===== src/rtl/regfile_pkg.sv =====
// Shared types and constants for the integer register-file controller.
package regfile_pkg;

  localparam int NREGS = 32;

  typedef logic [4:0]  reg_addr_t;
  typedef logic [31:0] reg_data_t;

  typedef enum logic {
    INIT = 1'b0,
    RUN  = 1'b1
  } ctrl_state_e;

endpackage


===== src/rtl/regfile_ctrl_ram.sv =====
// 32x32 register-file RAM: one write port, two synchronous read ports.
// A read and a write to the same address in one cycle return the old value.
module dual_read_port_ram_32x32
  import regfile_pkg::*;
(
  input  logic      clk,
  input  logic      we,
  input  reg_addr_t waddr,
  input  reg_data_t wdata,
  input  reg_addr_t raddr1,
  output reg_data_t rdata1,
  input  reg_addr_t raddr2,
  output reg_data_t rdata2
);

  reg_data_t mem [NREGS];

  // Write port and registered read ports; reads sample the pre-write contents.
  always_ff @(posedge clk) begin
    if (we) begin
      mem[waddr] <= wdata;
    end
    rdata1 <= mem[raddr1];
    rdata2 <= mem[raddr2];
  end

endmodule


===== src/rtl/regfile_ctrl.sv =====
// Register-file controller: post-reset clear, x0 hard-wiring, write-to-read
// forwarding, and sharing of the write port / read port 1 with debug access.
module regfile_ctrl
  import regfile_pkg::*;
#(
  parameter bit BYPASS     = 1'b1,
  parameter bit INIT_CLEAR = 1'b1
) (
  input  logic      clk,
  input  logic      rst_n,
  input  reg_addr_t i_raddr1,
  input  reg_addr_t i_raddr2,
  output reg_data_t o_rdata1,
  output reg_data_t o_rdata2,
  input  logic      i_wb_we,
  input  reg_addr_t i_wb_waddr,
  input  reg_data_t i_wb_wdata,
  input  logic      i_core_halt,
  input  logic      i_dbg_req,
  input  logic      i_dbg_we,
  input  reg_addr_t i_dbg_addr,
  input  reg_data_t i_dbg_wdata,
  output logic      o_dbg_gnt,
  output logic      o_dbg_rvalid,
  output reg_data_t o_dbg_rdata,
  output logic      o_init_done
);

  ctrl_state_e state, state_nxt;
  reg_addr_t   cnt, cnt_nxt;

  logic        dbg_wr_gnt, dbg_rd_gnt;
  logic        wr_en, ram_we;
  reg_addr_t   ram_waddr, ram_raddr1;
  reg_data_t   ram_wdata, ram_rdata1, ram_rdata2;
  logic        hit1, hit2;

  logic        hit1_p1, hit2_p1, zero1_p1, zero2_p1, dbg_vld_p1;
  reg_data_t   byp1_p1, byp2_p1;

  // Final read data: x0 forces zero, a forwarded write beats the stale RAM word.
  function automatic reg_data_t fwd_select(input logic      zero,
                                           input logic      hit,
                                           input reg_data_t byp,
                                           input reg_data_t ram);
    reg_data_t res;
    if (zero)     res = '0;
    else if (hit) res = byp;
    else          res = ram;
    return res;
  endfunction

  // State register and clear counter.
  always_ff @(posedge clk or negedge rst_n) begin
    if (!rst_n) begin
      state <= INIT;
      cnt   <= '0;
    end else begin
      state <= state_nxt;
      cnt   <= cnt_nxt;
    end
  end

  // Next state, clear-sequence writes and write/read-port arbitration.
  always_comb begin
    state_nxt  = state;
    cnt_nxt    = cnt;
    dbg_wr_gnt = 1'b0;
    dbg_rd_gnt = 1'b0;
    wr_en      = 1'b0;
    ram_waddr  = i_wb_waddr;
    ram_wdata  = i_wb_wdata;
    ram_raddr1 = i_raddr1;
    case (state)
      INIT: begin
        if (INIT_CLEAR) begin
          wr_en     = 1'b1;
          ram_waddr = cnt;
          ram_wdata = '0;
          cnt_nxt   = cnt + 5'd1;
          if (cnt == 5'(NREGS - 1)) begin
            state_nxt = RUN;
          end
        end else begin
          state_nxt = RUN;
        end
      end
      RUN: begin
        // Debug reads only borrow read port 1, so writeback does not block them.
        dbg_rd_gnt = i_core_halt & i_dbg_req & ~i_dbg_we;
        dbg_wr_gnt = i_core_halt & i_dbg_req & i_dbg_we & ~i_wb_we;
        if (i_wb_we) begin
          wr_en = 1'b1;
        end else if (dbg_wr_gnt) begin
          wr_en     = 1'b1;
          ram_waddr = i_dbg_addr;
          ram_wdata = i_dbg_wdata;
        end
        if (dbg_rd_gnt) begin
          ram_raddr1 = i_dbg_addr;
        end
      end
    endcase
  end

  // Writes to x0 never reach the RAM and never forward.
  assign ram_we = wr_en && (ram_waddr != '0);
  assign hit1   = BYPASS && ram_we && (ram_waddr == ram_raddr1);
  assign hit2   = BYPASS && ram_we && (ram_waddr == i_raddr2);

  // Stage p1 control: forward hits, x0 flags and debug-read valid.
  always_ff @(posedge clk or negedge rst_n) begin
    if (!rst_n) begin
      hit1_p1    <= 1'b0;
      hit2_p1    <= 1'b0;
      zero1_p1   <= 1'b1;
      zero2_p1   <= 1'b1;
      dbg_vld_p1 <= 1'b0;
    end else begin
      hit1_p1    <= hit1;
      hit2_p1    <= hit2;
      zero1_p1   <= (ram_raddr1 == '0);
      zero2_p1   <= (i_raddr2 == '0);
      dbg_vld_p1 <= dbg_rd_gnt;
    end
  end

  // Stage p1 data: forwarded write word, only consumed when the hit flag is set.
  always_ff @(posedge clk) begin
    byp1_p1 <= ram_wdata;
    byp2_p1 <= ram_wdata;
  end

  dual_read_port_ram_32x32 u_ram (
    .clk    (clk),
    .we     (ram_we),
    .waddr  (ram_waddr),
    .wdata  (ram_wdata),
    .raddr1 (ram_raddr1),
    .rdata1 (ram_rdata1),
    .raddr2 (i_raddr2),
    .rdata2 (ram_rdata2)
  );

  assign o_rdata1     = fwd_select(zero1_p1, hit1_p1, byp1_p1, ram_rdata1);
  assign o_rdata2     = fwd_select(zero2_p1, hit2_p1, byp2_p1, ram_rdata2);
  assign o_dbg_rdata  = o_rdata1;
  assign o_dbg_rvalid = dbg_vld_p1;
  assign o_dbg_gnt    = dbg_wr_gnt | dbg_rd_gnt;
  assign o_init_done  = (state == RUN);

endmodule

===== config.mk =====
export PLATFORM = sky130hd
export DESIGN_NAME = regfile_ctrl
export DESIGN_NICKNAME = d
export VERILOG_FILES = /design/src/rtl/regfile_pkg.sv /design/src/rtl/regfile_ctrl_ram.sv /design/src/rtl/regfile_ctrl.sv
export SDC_FILE = /design/constraint.sdc
export NUM_CORES = 2
export LEC_CHECK = 0
export ABC_AREA = 1
export CORE_UTILIZATION = 45
export CTS_BUF_LIST = sky130_fd_sc_hd__clkbuf_8 sky130_fd_sc_hd__clkbuf_16
export DETAILED_ROUTE_END_ITERATION = 16
export GPL_ROUTABILITY_DRIVEN = 0
export PLACE_DENSITY = 0.6
export SYNTH_ARGS = -nofsm -noshare
export SYNTH_HDL_FRONTEND = slang
export SYNTH_SLANG_ARGS = --single-unit

===== constraint.sdc =====
create_clock -name clk -period 3.5 [get_ports clk]
set_clock_uncertainty 0.05 [all_clocks]
set_input_delay 0.525 -clock clk [delete_from_list [all_inputs] [get_ports clk]]
set_output_delay 0.525 -clock clk [all_outputs]
set_load 0.05 [all_outputs]

Yosys cells after proc, flatten, opt, wreduce, memory -nomap -nowiden

Memory sizes are Yosys's and may differ from the RTL's. A register that Yosys moved wholly into a read port is not among the register bits.
Index checks and enable logic that the tools add are counted.
Widths: inputs -> output; s select.

$mul: 0
Equality and inequality tests: 3
Add/subtract/negate cells: 1
Shift operators: 0
Muxes and demuxes: 21
$lt $le $gt $ge: 0
Div/mod/pow operators: 0
Reduce and logical (&&, ||, !) cells: 6
Bitwise logic cells: 8

Operators by type and width:

| cell                | number |
|---|---|
| $mux 32             | 6 |
| $pmux 32 s2         | 1 |
| $mux 5              | 4 |
| $eq 5x5->1          | 2 |
| $logic_not 5->1     | 2 |
| $pmux 5 s2          | 1 |
| $mux 1              | 8 |
| $add 5x1->5 const B | 1 |
| $eq 5x5->1 const B  | 1 |
| $reduce_bool 5->1   | 1 |
| $and 1x1->1         | 4 |
| $logic_and 1x1->1   | 3 |
| $not 1->1           | 3 |
| $pmux 1 s2          | 1 |
| $or 1x1->1          | 1 |

ROM bits: 0
Word-level logic and storage cells: 48
Memories: 1
Register bits after elaboration: 43
Input bits: 90
Bits in writable memories: 1024
Bits in latches: 0

Memories:

| name      | words | bits a word | read ports | clocked after memory_dff | wr ports | line                   | RTL |
|---|---|---|---|---|---|---|---|
| u_ram.mem | 32    | 32          | 2          | 2                        | 1        | regfile_ctrl_ram.sv:16 | `reg_data_t mem [NREGS];` |

Longest topological paths before layout

Depth after elaboration: 10
Mapped depth: 16

Modules after synthesis

Synthesis repeated with hierarchy kept, for this count alone.

Cells, all modules: 6549
Area, all modules: 56998.4 um2

Modules (own cells, without submodules):

| module                   | area an instance (um2) | cells each | instances |
|---|---|---|---|
| dual_read_port_ram_32x32 | 53806.6                | 5999       | 1 |
| regfile_ctrl             | 3191.8                 | 550        | 1 |

Worst setup path after synthesis

OpenSTA, ideal clock, no wires.

Path type: input to register
Start: input port i_core_halt
End: memory u_ram.mem[12][0] (netlist name) (enable)
Stages: 11
Required time: 3.029 ns
Buffers on the path: 0
Library setup time: 0.421 ns
Setup slack: -0.007 ns
Arrival: 3.036 ns
Cells stage by stage: nand2_1 > inv_1 > nand3_1 > inv_2 > nand2_1 > nand3_1 > nand2_1 > inv_1 > nand3_1 > nand4_1 > nor2_1

Cells in the longest elaborated chain, start to end: 10
Elaborated cells between the ends (all ways): 13

Ends and longest elaborated chain:

| element                       | line                   | RTL |
|---|---|---|
| start, declared               | regfile_ctrl.sv:18     | `input logic i_core_halt,` |
| $and 1x1->1 (*) (3 in series) | regfile_ctrl.sv:91     | `dbg_wr_gnt = i_core_halt & i_dbg_req & i_dbg_we & ~i_wb_we;` |
| $mux 5                        | regfile_ctrl.sv:94     | `end else if (dbg_wr_gnt) begin` |
| $mux 5                        | regfile_ctrl.sv:92     | `if (i_wb_we) begin` |
| $pmux 5 s2                    | regfile_ctrl.sv:74     | `case (state)` |
| $reduce_bool 5->1             | regfile_ctrl.sv:107    | `assign ram_we = wr_en && (ram_waddr != '0);` |
| $logic_and 1x1->1             | regfile_ctrl.sv:107    |  |
| $mux 1                        | regfile_ctrl_ram.sv:20 | `if (we) begin` |
| $mux 1 (not written as such)  | regfile_ctrl_ram.sv:21 | `mem[waddr] <= wdata;` |
| end, declared                 | regfile_ctrl_ram.sv:16 |  |

Mark *: on every way between the ends. The rest lies on a longest branch, timed or not.

Worst setup path in the final report

Start: register hit2_p1
End: output port o_rdata2[16]

Cells in the longest elaborated chain, start to end: 2

Ends and longest elaborated chain:

| element                | line                | RTL |
|---|---|---|
| start, declared        | regfile_ctrl.sv:38  | `logic hit1_p1, hit2_p1, zero1_p1, zero2_p1, dbg_vld_p1;` |
| start signal, assigned | regfile_ctrl.sv:121 | `hit2_p1 <= hit2;` |
| $mux 32                | regfile_ctrl.sv:48  | `else if (hit) res = byp;` |
| $mux 32                | regfile_ctrl.sv:47  | `if (zero) res = '0;` |
| end, declared          | regfile_ctrl.sv:14  | `output reg_data_t o_rdata2,` |

No other way between the ends.

==> results.cfg <==
[logic_synthesis]
synthArstFlopShare_pct = 0.973
synth_cells = 6563
synth_top_area_cell = sky130_fd_sc_hd__edfxtp_1
post-synth-top-area-fraction_pct = 53.6
warnings_synthesis = 0
edff_count_synth = 1024
syn_avg_cell_area_sq_um = 8.74
synth_seq_area_share_pct = 57.5
synth.ff_latch_count = 1131
syn_area_sq_um = 57300
postSynth.topFlopCell = sky130_fd_sc_hd__edfxtp_1
synth_cell_type_count = 37
post_synth_main_area_contributors = sky130_fd_sc_hd__edfxtp_1 54%, sky130_fd_sc_hd__nand3_1 11%, sky130_fd_sc_hd__nand2_1 7.9%

[die]
rows = 130
fp.dieH_um = 359
top_level_ports = 189
die_area_sq_um = 129000
die-width_um = 359
initial_core_utilization_pct = 45.5
design.core.area_sq_um = 126000

[power_and_ir_drop]
power_per_cell_area_nw_per_um2 = 511
leakage_power_of_the_design_nw = 27.6
peak_supply_drop_uv = 442
report.power.total_mw = 34.7

[sta]
final_hold_violation_count = 0
timing.hold.ws_ps = 124
clock.fmax_mhz = 287
worst-slew-pin-transition_ps = 1210
final_period_minus_worst_setup_slack_ps = 3490
grt_setup_unrepaired = false
setup_ws_ps = 11.0
setup_tns_ps = 0
setup_violations = 0
drv_slew = 0
max-slew-margin-rel_pct = 19.5
fin_crit_sh_pct = 99.7

[setup_path]
cp_slowest_cell = sky130_fd_sc_hd__a21oi_1
timing.critical_path.from_type = flip-flop
rrSetupSlack_ps = 680
crit_chain = buf_4 -> nand2_1 -> a21oi_1 -> buf_4
worst_r2r_endpoint = u_ram.rdata1[9]
worst_ep_arrival_time_ps = 2910
slowest_delay_ps = 740
worst-path-max-fanout = 32
worst_setup_path_end_kind = output port
r2r-start = o_init_done
number_of_cell_instances_on_the_worst_register_to_register_path = 14
critPathKind = reg2out
critical_path_buf_inv_count = 2
path_delay_family = buffers and inverters
cpMostUsedCell = sky130_fd_sc_hd__buf_4
data_required_time_of_the_worst_path_ps = 2920

[placed_design]
place_hpwl_mm = 129
dp.cells = 8193
placement.setup.worst_slack_ps = 110
instance_area_at_placement_sq_um = 63600
place.port_buffers = 188

[drt]
drt.antenna.violating_nets = 0
total_wirelength_mm = 227
violation_count_after_the_first_detailed_routing_iteration = 7870
drt_pass1_iterations = 6
via_count = 51200
drc = 0
wire_per_inst_um = 26.9
viasPerCell = 6.08

[cts]
clock_tree_from_tritoncts = yes
clock_sinks = 1131
ctsHtreeMaxLevel = 4
cts_hold_buf = 0
clockRootBuffer = sky130_fd_sc_hd__clkbuf_16
clk_path_buf_depth = 3
cts_resized = 6
worst_setup_hold_path_clk_slew_ps = 60
post_cts_buffers = 0
clock_latency_ps = 770
tritoncts.num_buffers = 130

[global_route]
pin_count_of_the_biggest_net_entering_global_routing = 130
grt_use_total_pct = 34.5
first_global_vias = 48500
antenna_found_initial = 2
grt_first_pass_wirelength_mm = 326
global_route.overflow_total = 0

[finish]
ant_diodes = 0
final.fill_count = 11200
area_growth_pct = 18.4
layout.cells.non_filler = 8427
stdcell_area_sq_um = 67900
final_net_count = 6767
finish.utilization_pct = 53.8
drive_gt1_share_pct = 10.0

[min_path]
worst_hold_path_type = in2async

[status]
result_of_the_run = finished, final reports clean

[flow_run]
max_cap_viol_count = 0
worst max-delay path by stage:
| stage | from | to | slack (ps) | cells after the start |
|---|---|---|---|---|
| 6_report | hit2_p1 | o_rdata2[16] | 10 | 4 |
| 5_1_grt | hit2_p1 | o_rdata2[16] | 20 | 4 |
| 4_1_cts | hit1_p1 | o_rdata1[27] | 50 | 5 |
| 3_5_place_dp | i_core_halt | u_ram.rdata1[9] | 110 | 16 |
| 3_3_place_gp | i_core_halt | u_ram.rdata1[9] | 100 | 16 |
| 2_1_floorplan | i_core_halt | u_ram.mem[12][0] | -7 | 11 |
synth_stat cells (3+ instances only):
library cell and n:
sky130_fd_sc_hd__buf_2 168, sky130_fd_sc_hd__buf_1 34, sky130_fd_sc_hd__o22ai_1 4, sky130_fd_sc_hd__dfrtp_1 9, sky130_fd_sc_hd__nand3_1 1235, sky130_fd_sc_hd__o21ai_0 651
sky130_fd_sc_hd__nor2_1 305, sky130_fd_sc_hd__o211ai_1 11, sky130_fd_sc_hd__xor2_1 4, sky130_fd_sc_hd__clkbuf_1 270, sky130_fd_sc_hd__edfxtp_1 1024, sky130_fd_sc_hd__dfxtp_1 96
sky130_fd_sc_hd__and2_1 15, sky130_fd_sc_hd__inv_2 5, sky130_fd_sc_hd__nand2_2 3, sky130_fd_sc_hd__buf_4 49, sky130_fd_sc_hd__nand2_1 1205, sky130_fd_sc_hd__o21ai_4 3
sky130_fd_sc_hd__inv_1 825, sky130_fd_sc_hd__o221ai_1 59, sky130_fd_sc_hd__a21oi_1 565
power by group:
group / total, mW / switching [mW] / internal [mW]
Sequential: 15.1 / 0.122 / 15.0
Clock: 13.7 / 5.67 / 8.06
Combinational: 5.81 / 3.97 / 1.84
Total: 34.7 / 9.76 / 24.9
kinds of logic (layout without fill, tap and decap cells):
kind of cell               Yosys count  after routing  synth area share, %
and+or+nand+nor                   2771           2771                 21.0
buffers and inverters             1354           1537                 9.57
AOI/OAI and AO/OA                 1300           1300                 11.9
DFF                               1131           1131                 57.5
xor gates and xnor gates             4              4               0.0611
adders and majority gates            2              2               0.0436
other                                1             32              0.00654
area by class of cell:
type	instances	area (sq um)	share of cell area (%)
Sequential cell	1131	33000	48.6
Clock inverter	89	719	1.06
Clock buffer	145	3520	5.18
Tap cell	1650	2060	3.04
Multi-Input combinational cell	4109	19400	28.7
Inverter	832	3150	4.65
Timing Repair Buffer	471	6010	8.86
flip-flops by register name, indices dropped and copies added, names as in the netlist:
name          flops
o_dbg_rvalid      1
u_ram.mem      1024
hit1_p1           1
zero2_p1          1
u_ram.rdata2     32
u_ram.rdata1     32
hit2_p1           1
o_init_done       1
byp2_p1          32
cnt               5
zero1_p1          1
metal layers:
metal / GRT usage [%] / part of all wire (%)
met2: 50.6 / 42
met1: 46.9 / 39
met4: 16.9 / 5.0
met3: 9.62 / 14
met5: 0 / 0.0057
placed cells by master (no fill, tap or decap), types with 3 or more instances in the layout:
cell	synthesis	routed
sky130_fd_sc_hd__nand3_1	1235	1233
sky130_fd_sc_hd__nand2_1	1205	1202
sky130_fd_sc_hd__edfxtp_1	1024	1024
sky130_fd_sc_hd__inv_1	825	848
sky130_fd_sc_hd__o21ai_0	651	651
sky130_fd_sc_hd__a21oi_1	565	557
sky130_fd_sc_hd__nor2_1	305	242
sky130_fd_sc_hd__buf_4	49	201
sky130_fd_sc_hd__buf_12	0	180
sky130_fd_sc_hd__clkbuf_16	0	135
sky130_fd_sc_hd__dfxtp_1	96	96
sky130_fd_sc_hd__clkdlybuf4s50_1	0	86
sky130_fd_sc_hd__o221ai_1	59	59
sky130_fd_sc_hd__nor2_4	2	33
sky130_fd_sc_hd__nor2_2	0	32
sky130_fd_sc_hd__conb_1	1	32
sky130_fd_sc_hd__clkinv_2	0	27
sky130_fd_sc_hd__clkinv_1	1	16
sky130_fd_sc_hd__and2_1	15	15
sky130_fd_sc_hd__bufinv_16	0	12
sky130_fd_sc_hd__o211ai_1	11	11
sky130_fd_sc_hd__clkbuf_8	0	11
sky130_fd_sc_hd__a21oi_2	0	8
sky130_fd_sc_hd__dfrtp_1	9	7
sky130_fd_sc_hd__inv_6	0	6
sky130_fd_sc_hd__o21ai_4	3	5
sky130_fd_sc_hd__o22ai_1	4	4
sky130_fd_sc_hd__clkinvlp_4	0	4
sky130_fd_sc_hd__xor2_1	4	4
sky130_fd_sc_hd__inv_4	1	3
sky130_fd_sc_hd__nand2_4	0	3
sky130_fd_sc_hd__inv_2	5	3
No activity file was read; power rests on OpenSTA's default activity.
